**src/rtl/lsu_pkg.sv**
```systemverilog
// Shared constants for the load/store unit: FSM state encoding and default widths.
package lsu_pkg;
   localparam int LSU_ADDR_W = 8;
   localparam int LSU_DATA_W = 8;

   localparam logic [1:0] ST_IDLE    = 2'd0;
   localparam logic [1:0] ST_ISSUE   = 2'd1;
   localparam logic [1:0] ST_CAPTURE = 2'd2;
   localparam logic [1:0] ST_RESP    = 2'd3;
endpackage

```
**src/rtl/load_store_unit.sv**
```systemverilog
// Load/store unit: single-request master for the 256x8 data RAM, hides its 1-cycle read latency.
// Optional address bounds check enabled by defining LSU_BOUNDS_CHECK_EN.
module load_store_unit
   import lsu_pkg::*;
#(
   parameter int                ADDR_W     = LSU_ADDR_W,
   parameter int                DATA_W     = LSU_DATA_W,
   parameter logic [ADDR_W-1:0] ADDR_LIMIT = {ADDR_W{1'b1}}
) (
   input  logic              clk,
   input  logic              rst,
   input  logic              req_valid,
   output logic              req_ready,
   input  logic              req_we,
   input  logic [ADDR_W-1:0] req_addr,
   input  logic [DATA_W-1:0] req_wdata,
   output logic              rsp_valid,
   input  logic              rsp_ready,
   output logic [DATA_W-1:0] rsp_rdata,
   output logic              rsp_err,
   output logic              ram_wr_en,
   output logic [ADDR_W-1:0] ram_wr_addr,
   output logic [DATA_W-1:0] ram_wr_data,
   output logic              ram_rd_en,
   output logic [ADDR_W-1:0] ram_rd_addr,
   input  logic [DATA_W-1:0] ram_rd_data
);

   logic [1:0]        r_state;
   logic [1:0]        w_state_nxt;
   logic              r_we;
   logic              r_oob;
   logic              w_accept;
   logic              w_oob;

   logic              r_req_ready,   w_req_ready_nxt;
   logic              r_rsp_valid,   w_rsp_valid_nxt;
   logic [DATA_W-1:0] r_rsp_rdata,   w_rsp_rdata_nxt;
   logic              r_rsp_err,     w_rsp_err_nxt;
   logic              r_ram_wr_en,   w_ram_wr_en_nxt;
   logic [ADDR_W-1:0] r_ram_wr_addr, w_ram_wr_addr_nxt;
   logic [DATA_W-1:0] r_ram_wr_data, w_ram_wr_data_nxt;
   logic              r_ram_rd_en,   w_ram_rd_en_nxt;
   logic [ADDR_W-1:0] r_ram_rd_addr, w_ram_rd_addr_nxt;

   assign w_accept = req_valid && r_req_ready && (r_state == ST_IDLE);

`ifdef LSU_BOUNDS_CHECK_EN
   assign w_oob = (req_addr > ADDR_LIMIT);
`else
   // Limit is ignored in this build; the AND folds to constant 0.
   assign w_oob = 1'b0 & (req_addr > ADDR_LIMIT);
`endif

   // State register plus the request attributes latched at accept.
   always_ff @(posedge clk) begin
      if (rst) begin
         r_state <= ST_IDLE;
         r_we    <= 1'b0;
         r_oob   <= 1'b0;
      end else begin
         r_state <= w_state_nxt;
         if (w_accept) begin
            r_we  <= req_we;
            r_oob <= w_oob;
         end
      end
   end

   // Next-state logic.
   always_comb begin
      w_state_nxt = r_state;
      case (r_state)
         ST_IDLE: begin
            if (w_accept) w_state_nxt = ST_ISSUE;
            else          w_state_nxt = ST_IDLE;
         end
         ST_ISSUE: begin
            if (r_we || r_oob) w_state_nxt = ST_RESP;
            else               w_state_nxt = ST_CAPTURE;
         end
         ST_CAPTURE: w_state_nxt = ST_RESP;
         ST_RESP: begin
            if (rsp_ready) w_state_nxt = ST_IDLE;
            else           w_state_nxt = ST_RESP;
         end
         default: w_state_nxt = ST_IDLE;
      endcase
   end

   // Output logic: next values of the registered outputs. Strobes are launched at
   // the accept edge so they are visible during ISSUE.
   always_comb begin
      w_req_ready_nxt   = r_req_ready;
      w_rsp_valid_nxt   = r_rsp_valid;
      w_rsp_rdata_nxt   = r_rsp_rdata;
      w_rsp_err_nxt     = r_rsp_err;
      w_ram_wr_en_nxt   = 1'b0;
      w_ram_wr_addr_nxt = r_ram_wr_addr;
      w_ram_wr_data_nxt = r_ram_wr_data;
      w_ram_rd_en_nxt   = 1'b0;
      w_ram_rd_addr_nxt = r_ram_rd_addr;
      case (r_state)
         ST_IDLE: begin
            if (w_accept) begin
               w_req_ready_nxt = 1'b0;
               if (w_oob) begin
                  w_ram_wr_en_nxt = 1'b0;
               end else if (req_we) begin
                  w_ram_wr_en_nxt   = 1'b1;
                  w_ram_wr_addr_nxt = req_addr;
                  w_ram_wr_data_nxt = req_wdata;
               end else begin
                  w_ram_rd_en_nxt   = 1'b1;
                  w_ram_rd_addr_nxt = req_addr;
               end
            end else begin
               w_req_ready_nxt = r_req_ready;
            end
         end
         ST_ISSUE: begin
            if (r_we || r_oob) begin
               w_rsp_valid_nxt = 1'b1;
               w_rsp_rdata_nxt = {DATA_W{1'b0}};
               w_rsp_err_nxt   = r_oob;
            end else begin
               w_rsp_valid_nxt = r_rsp_valid;
            end
         end
         ST_CAPTURE: begin
            w_rsp_valid_nxt = 1'b1;
            w_rsp_rdata_nxt = ram_rd_data;
            w_rsp_err_nxt   = 1'b0;
         end
         ST_RESP: begin
            if (rsp_ready) begin
               w_rsp_valid_nxt = 1'b0;
               w_req_ready_nxt = 1'b1;
            end else begin
               w_rsp_valid_nxt = 1'b1;
            end
         end
         default: begin
            w_rsp_valid_nxt = 1'b0;
            w_req_ready_nxt = 1'b1;
         end
      endcase
   end

   // Output registers.
   always_ff @(posedge clk) begin
      if (rst) begin
         r_req_ready   <= 1'b1;
         r_rsp_valid   <= 1'b0;
         r_rsp_rdata   <= {DATA_W{1'b0}};
         r_rsp_err     <= 1'b0;
         r_ram_wr_en   <= 1'b0;
         r_ram_wr_addr <= {ADDR_W{1'b0}};
         r_ram_wr_data <= {DATA_W{1'b0}};
         r_ram_rd_en   <= 1'b0;
         r_ram_rd_addr <= {ADDR_W{1'b0}};
      end else begin
         r_req_ready   <= w_req_ready_nxt;
         r_rsp_valid   <= w_rsp_valid_nxt;
         r_rsp_rdata   <= w_rsp_rdata_nxt;
         r_rsp_err     <= w_rsp_err_nxt;
         r_ram_wr_en   <= w_ram_wr_en_nxt;
         r_ram_wr_addr <= w_ram_wr_addr_nxt;
         r_ram_wr_data <= w_ram_wr_data_nxt;
         r_ram_rd_en   <= w_ram_rd_en_nxt;
         r_ram_rd_addr <= w_ram_rd_addr_nxt;
      end
   end

   assign req_ready   = r_req_ready;
   assign rsp_valid   = r_rsp_valid;
   assign rsp_rdata   = r_rsp_rdata;
   assign rsp_err     = r_rsp_err;
   assign ram_wr_en   = r_ram_wr_en;
   assign ram_wr_addr = r_ram_wr_addr;
   assign ram_wr_data = r_ram_wr_data;
   assign ram_rd_en   = r_ram_rd_en;
   assign ram_rd_addr = r_ram_rd_addr;

endmodule
```
**config.mk**
```make
export PLATFORM = sky130hd
export DESIGN_NAME = load_store_unit
export DESIGN_NICKNAME = d
export VERILOG_FILES = /design/src/rtl/lsu_pkg.sv /design/src/rtl/load_store_unit.sv
export SDC_FILE = /design/constraint.sdc
export NUM_CORES = 1
export LEC_CHECK = 0
export CORE_ASPECT_RATIO = 1.25
export CORE_MARGIN = 2
export CORE_UTILIZATION = 41
export CTS_BUF_LIST = sky130_fd_sc_hd__clkbuf_16
export CTS_CLUSTER_DIAMETER = 80
export DETAILED_ROUTE_END_ITERATION = 16
export GPL_TIMING_DRIVEN = 0
export PLACE_DENSITY = 0.79
export SYNTH_ARGS = -nofsm -noshare
export SYNTH_HDL_FRONTEND = slang
export SYNTH_SLANG_ARGS = --single-unit
```
**constraint.sdc**
```tcl
create_clock -name clk -period 1.6 [get_ports clk]
set_clock_uncertainty 0.15 [all_clocks]
set_input_delay 0.16 -clock clk [delete_from_list [all_inputs] [get_ports clk]]
set_output_delay 0.16 -clock clk [all_outputs]
set_load 0.03 [all_outputs]
```
==> results of run 1 <==
[kinds of logic (layout without fill, tap and decap cells)]
group           after synthesis  after routing  share of synthesized area (%)
simple gates                 69             69                           28.4
flops                        39             39                           52.1
compound gates               34             34                           14.6
buf+inv                      15             89                           4.67
other cells                   1              1                          0.250
[flip-flops by register name, indices dropped and copies added, names as in the netlist]
name         count
r_state          2
r_we             1
ram_rd_addr      8
ram_rd_en        1
ram_wr_addr      8
ram_wr_data      8
ram_wr_en        1
req_ready        1
rsp_rdata        8
rsp_valid        1
[stage by stage]
stage,setup slack [ns],instances,cell area [sq um],util (%)
2_1_floorplan,0.0979,158,1500,-
5_1_grt,-0.00350,271,2410,69.3
3_5_place_dp,-0.402,260,2180,62.6
6_report,0.0279,271,2410,69.3
4_1_cts,0.000736,268,2350,67.5
3_3_place_gp,-0.364,260,2180,62.6
[layout by cell type, fill, tap and decap left out, types with 2 or more instances in the layout]
| cell | instances |
|---|---|
| buf_2 | 3 |
| o21ai_0 | 16 |
| clkbuf_16 | 5 |
| clkdlybuf4s50_1 | 31 |
| buf_4 | 4 |
| a22o_1 | 8 |
| nor2_1 | 19 |
| a21oi_1 | 3 |
| nand2b_1 | 18 |
| nand4b_1 | 16 |
| clkbuf_2 | 4 |
| nor2b_1 | 2 |
| dlymetal6s2s_1 | 14 |
| nand2_1 | 3 |
| dfxtp_1 | 37 |
| nor3_1 | 8 |
| clkbuf_1 | 3 |
| dlygate4sd2_1 | 18 |
| o21bai_1 | 2 |
[worst paths after layout]
path	startpoint	end	slack (ns)	cells past startpoint
setup / recovery	rsp_rdata[3]	rsp_rdata[3]	0.03	1
hold / removal	req_we	ram_wr_addr[7]	0.22	3
hold reg to reg	ram_rd_addr[5]	ram_rd_addr[5]	0.32	1
setup reg to reg	r_state[0]	ram_rd_addr[4]	0.05	5
[area by class of cell]
| type | count | area share, % |
|---|---|---|
| sequential | 39 | 32.6 |
| timing repair buffer | 67 | 28.4 |
| multi-input combinational | 104 | 27.2 |
| clock buffer | 5 | 5.18 |
| buffer | 13 | 2.85 |
| tap | 39 | 2.02 |
| clock inverter | 3 | 1.61 |
| inverter | 1 | 0.156 |
[per-layer routing]
| metal | track usage (%) | vias up | wire length (um) |
|---|---|---|---|
| met1 | 22.0 | 638 | 1530 |
| met4 | 6.20 | 0 | 53 |
| met3 | 7.40 | 7 | 303 |
| met2 | 30.3 | 51 | 1830 |
| met5 | 0 | - | 0 |
| li1 | - | 697 | - |
[repair_timing]
item	4_1_cts	5_1_grt
buffers inserted	1	3
resized for setup	24	20
setup endpoints to repair	43	28
pin swaps	0	0
[where the power goes]
group          switching (mW)  internal [mW]  total, mW
Combinational           0.354          0.285      0.639
Sequential             0.0490           1.06       1.11
Clock                   0.378          0.726       1.10
Total                   0.781           2.08       2.86
==> summary.txt, run 1 <==
Min path
  – Hold WC Path Type: in -> reg

STA
  – Hold_ws: 0.221 ns
  – Count of pins over their slew limit: 0
  – RSZ-0062 raised after global routing: yes
  – Fmax: between 600 and 700 MHz
  – Crit path time final: ~1.6 ns
  – Endpoints failing setup: 0
  – Fin. Hold Viols: 0
  – Slew of the pin with the lowest slew margin: 0.580 ns
  – Final setup TNS: 0 ns
  – Worst rel slew slack: 61.3%
  – Final worst-path cycle share: 98.3%

Power and ir drop
  – Total power: 2.86 mW
  – Pwr per Cell Area: 1180 nW/um^2
  – Maximum VDD drop: 0.000957 V
  – LEAKAGE: 1.21 nW

GRT
  – GRT overflow: 0
  – Initial antenna violation count: 0
  – First-pass GRT wire length: 5950 um
  – Total track usage: 18.5%
  – Largest net degree at the start of global routing: 13
  – Vias in the first global route: 1,294

Synthesis
  – Commonest cells post-synth: dfxtp_1, nor2_1, nand2b_1
  – Mapped Avg Cell Area: 9.49 sq um
  – Seq/Total Area, Yosys: between 50% and 60%
  – Synthesized area: 1500 sq um
  – Top post-synthesis cells by area: dfxtp_1, nand4b_1, nand2b_1
  – Most common cell in the netlist: dfxtp_1
  – Post-synth EDFFs: 0
  – Share of the synthesized area in the top cell type: 52.1%
  – Mapped Cells: about 160
  – FF+latch count, synth: 39
  – Post-synth cell types: 26
  – Asr flop ratio synth: 0%
  – Main synth FF type: dfxtp_1
  – Syn. warnings: 0
  – Post-synth top area cell: dfxtp_1
  – Synth Net Count: about 190

Worst setup path
  – Crit path max fanout: 2
  – Slowest stage cell, crit path: clkdlybuf4s50_1
  – Class of the most critical setup path: reg -> out
  – Crit path largest cell delay: 0.66 ns
  – Cell Chain, Critical Path: clkdlybuf4s50_1
  – Worst Setup Start Kind: register
  – Worst path required time: about 1.3 ns
  – Crit path DAT: 1.26 ns
  – Worst path bufs/invs: 1
  – Crit path max-delay family: buffers and inverters
  – Setup crit end kind: output pin

Route
  – Final ANT Viol Nets: 0
  – DR DRC count: 0
  – Average via count per standard cell: 5.14
  – 1st-iter DRT viols: 39
  – 1st-pass router iterations: 4
  – Routed wire length per instance: 13.7 um
  – Routed WL: around 3700 um
  – Vias: 1,393

Layout
  – Area Overhead vs Synth: 61.0%
  – Diodes inserted: 0
  – Area of the multi-input gates: around 660 sq um
  – Share of post-route cells with drive strength above 1: 11.2%
  – Net count, final: 260
  – Reg area: about 790 sq um
  – # fillers: 285

Floorplan
  – Core Area: 3480 sq um
  – Initial Util: 43.0%
  – Die Area: 4160 sq um
  – # rows: 24
  – Io pins: 66
  – DIE WIDTH: 58.1 um
  – Die H: 71.6 um

Clock network
  – Htree depth: 2
  – Sink Count: 39
  – Hold buffers post-CTS: 0
  – Clock Tree Root: clkbuf_16
  – CTS tree: built
  – TritonCTS Buffers: 5
  – Clock Pin Slew Worst Setup and Hold Paths: 0.06 ns
  – Max clock buf depth: 2
  – Clock Latency Late Sink: 0.28 ns

Placement
  – Port buffer count: 63
  – RePlAce Congestion: 0.767
  – Post-detail-place hpwl: 2530 um

Job
  – Max cap viols: 0

Status
  – Status: completed
(Power assumes the default switching activity.)
==> inputs of run 2 (changes only) <==
--- a/config.mk
+++ b/config.mk
@@ -9,7 +9,7 @@
 export CORE_MARGIN = 2
 export CORE_UTILIZATION = 41
 export CTS_BUF_LIST = sky130_fd_sc_hd__clkbuf_16
-export CTS_CLUSTER_DIAMETER = 80
+export CTS_CLUSTER_DIAMETER = 60
 export DETAILED_ROUTE_END_ITERATION = 16
 export GPL_TIMING_DRIVEN = 0
 export PLACE_DENSITY = 0.79
==> results of run 2 <==
Final layout, timing and power as in run 1 (identical DEF).
==> inputs of run 3 (changes only) <==
--- a/config.mk
+++ b/config.mk
@@ -12,7 +12,7 @@
 export CTS_CLUSTER_DIAMETER = 60
 export DETAILED_ROUTE_END_ITERATION = 16
 export GPL_TIMING_DRIVEN = 0
-export PLACE_DENSITY = 0.79
+export PLACE_DENSITY_LB_ADDON = 0.08
 export SYNTH_ARGS = -nofsm -noshare
 export SYNTH_HDL_FRONTEND = slang
 export SYNTH_SLANG_ARGS = --single-unit
==> summary.txt, run 3 (same netlist as run 1, synthesis figures left out) <==
Status
  – Status: completed

Floorplan
  – Die H: 71.6 um
  – # rows: 24
  – Die Area: roughly 4200 sq um
  – Initial Util: 43.0%
  – Io pins: 66
  – Core Area: 3480 sq um
  – DIE WIDTH: 58.1 um

Worst setup path
  – Crit path max fanout: 2
  – Class of the most critical setup path: reg -> out
  – Cell Chain, Critical Path: clkdlybuf4s50_1
  – Setup crit start: rsp_rdata[4]
  – Worst Setup Start Kind: register
  – Slowest stage cell, crit path: clkdlybuf4s50_1
  – Crit path largest cell delay: around 0.67 ns
  – Reg2Reg Setup Slack: 0.04 ns
  – Setup crit end kind: output pin
  – Worst r2r src: r_state[0]
  – Worst path bufs/invs: 1
  – Worst path required time: 1.29 ns
  – Crit path max-delay family: buffers and inverters
  – Crit path DAT: around 1.3 ns

Clock network
  – Max clock buf depth: 2
  – CTS tree: built
  – Sink Count: 39
  – Clock Pin Slew Worst Setup and Hold Paths: ~0.06 ns
  – Clock Latency Late Sink: roughly 0.28 ns
  – TritonCTS Buffers: 5
  – Htree depth: 2
  – Clock Tree Root: clkbuf_16
  – Hold buffers post-CTS: 0

Layout
  – Diodes inserted: 0
  – Commonest non-fill, non-tap cells in the layout: dfxtp_1, clkdlybuf4s50_1, nor2_1, nand2b_1
  – Share of post-route cells with drive strength above 1: 9.57%
  – Leading cell type in the layout, fill and taps excluded: dfxtp_1
  – Area Overhead vs Synth: 57.9%
  – Core Util, Final: 68.0%
  – Net count, final: about 260
  – Area of the multi-input gates: about 660 sq um
  – # fillers: between 200 and 300
  – Finished Layout Cells: 269
  – Reg area: 786 sq um

Placement
  – # placed instances: 260
  – Place WS: -0.358 ns
  – RePlAce Congestion: 0.704
  – Port buffer count: 63
  – Post-detail-place hpwl: between 2000 and 3000 um

GRT
  – GRT overflow: 0
  – First-pass GRT wire length: 6070 um
  – Largest net degree at the start of global routing: 12
  – Total track usage: 19.5%
  – Vias in the first global route: 1,375
  – Initial antenna violation count: 0

Route
  – Routed wire length per instance: about 15 um
  – 1st-iter DRT viols: 38
  – Final ANT Viol Nets: 0
  – Routed WL: about 4000 um
  – 1st-pass router iterations: 4
  – DR DRC count: 0
  – Average via count per standard cell: 5.21
  – Vias: 1,401

Power and ir drop
  – Pwr per Cell Area: 1120 nW/um^2
  – Maximum VDD drop: 0.000891 V
  – LEAKAGE: 1.23 nW

Min path
  – Hold WC Path Type: in -> reg
  – Hold Startpoint: req_we

STA
  – Hold_ws: approximately 0.23 ns
  – Crit path time final: 1.57 ns
  – Endpoints failing setup: 0
  – Worst rel slew slack: about three fifths
  – Final worst-path cycle share: 98.4%
  – Final worst setup slack: around 0.025 ns
  – Slew of the pin with the lowest slew margin: 0.609 ns
  – Final setup TNS: 0 ns
  – Count of pins over their slew limit: 0
  – Fin. Hold Viols: 0
  – Fmax: 635 MHz

Job
  – Max cap viols: 0
-- run 3: repair_timing --
action / 4_1_cts / 5_1_grt
endpoints found under the hold margin: 0 / 0
buffers inserted: 2 / 0
setup endpoints to repair: 42 / 25
gates resized for setup: 24 / 18
-- run 3: layer usage --
layer | routed length, um | share of wire, % | up-vias | global-route usage (%)
met2 | 2170 | 55 | 47 | 37.5
met4 | 48 | 1.2 | 0 | 6.46
met1 | 1480 | 37 | 657 | 18.4
met3 | 279 | 7.0 | 5 | 7.40
li1 | - | - | 692 | -
met5 | 0 | 0 | - | 0
-- run 3: through the flow --
step,power (mW),instance area (sq um)
6_report,2.66,2370
3_5_place_dp,1.78,2180
3_3_place_gp,1.76,2180
4_1_cts,2.69,2320
5_1_grt,2.78,2370
2_1_floorplan,1.50,1500
-- run 3: path summary, 6_finish.rpt --
| check | end | cells past startpoint |
|---|---|---|
| setup reg to reg | ram_rd_addr[5] | 5 |
| setup / recovery | rsp_rdata[4] | 1 |
| hold reg to reg | ram_wr_addr[5] | 2 |
| hold / removal | ram_wr_addr[3] | 3 |
-- run 3: layout make-up --
| cell class | count | share of cell area, % |
|---|---|---|
| Clock inverter | 3 | 0.529 |
| Timing Repair Buffer | 65 | 28.2 |
| Sequential cell | 39 | 33.2 |
| Tap cell | 39 | 2.06 |
| Inverter | 1 | 0.159 |
| Clock buffer | 5 | 5.29 |
| Buffer | 13 | 2.85 |
| Multi-Input combinational cell | 104 | 27.7 |
-- run 3: power breakdown --
group,leakage [nW],total (mW),switching [mW],internal [mW]
combinational,0.840,0.623,0.353,0.271
sequential,0.318,1.11,0.0502,1.06
clock,0.0762,0.920,0.358,0.562
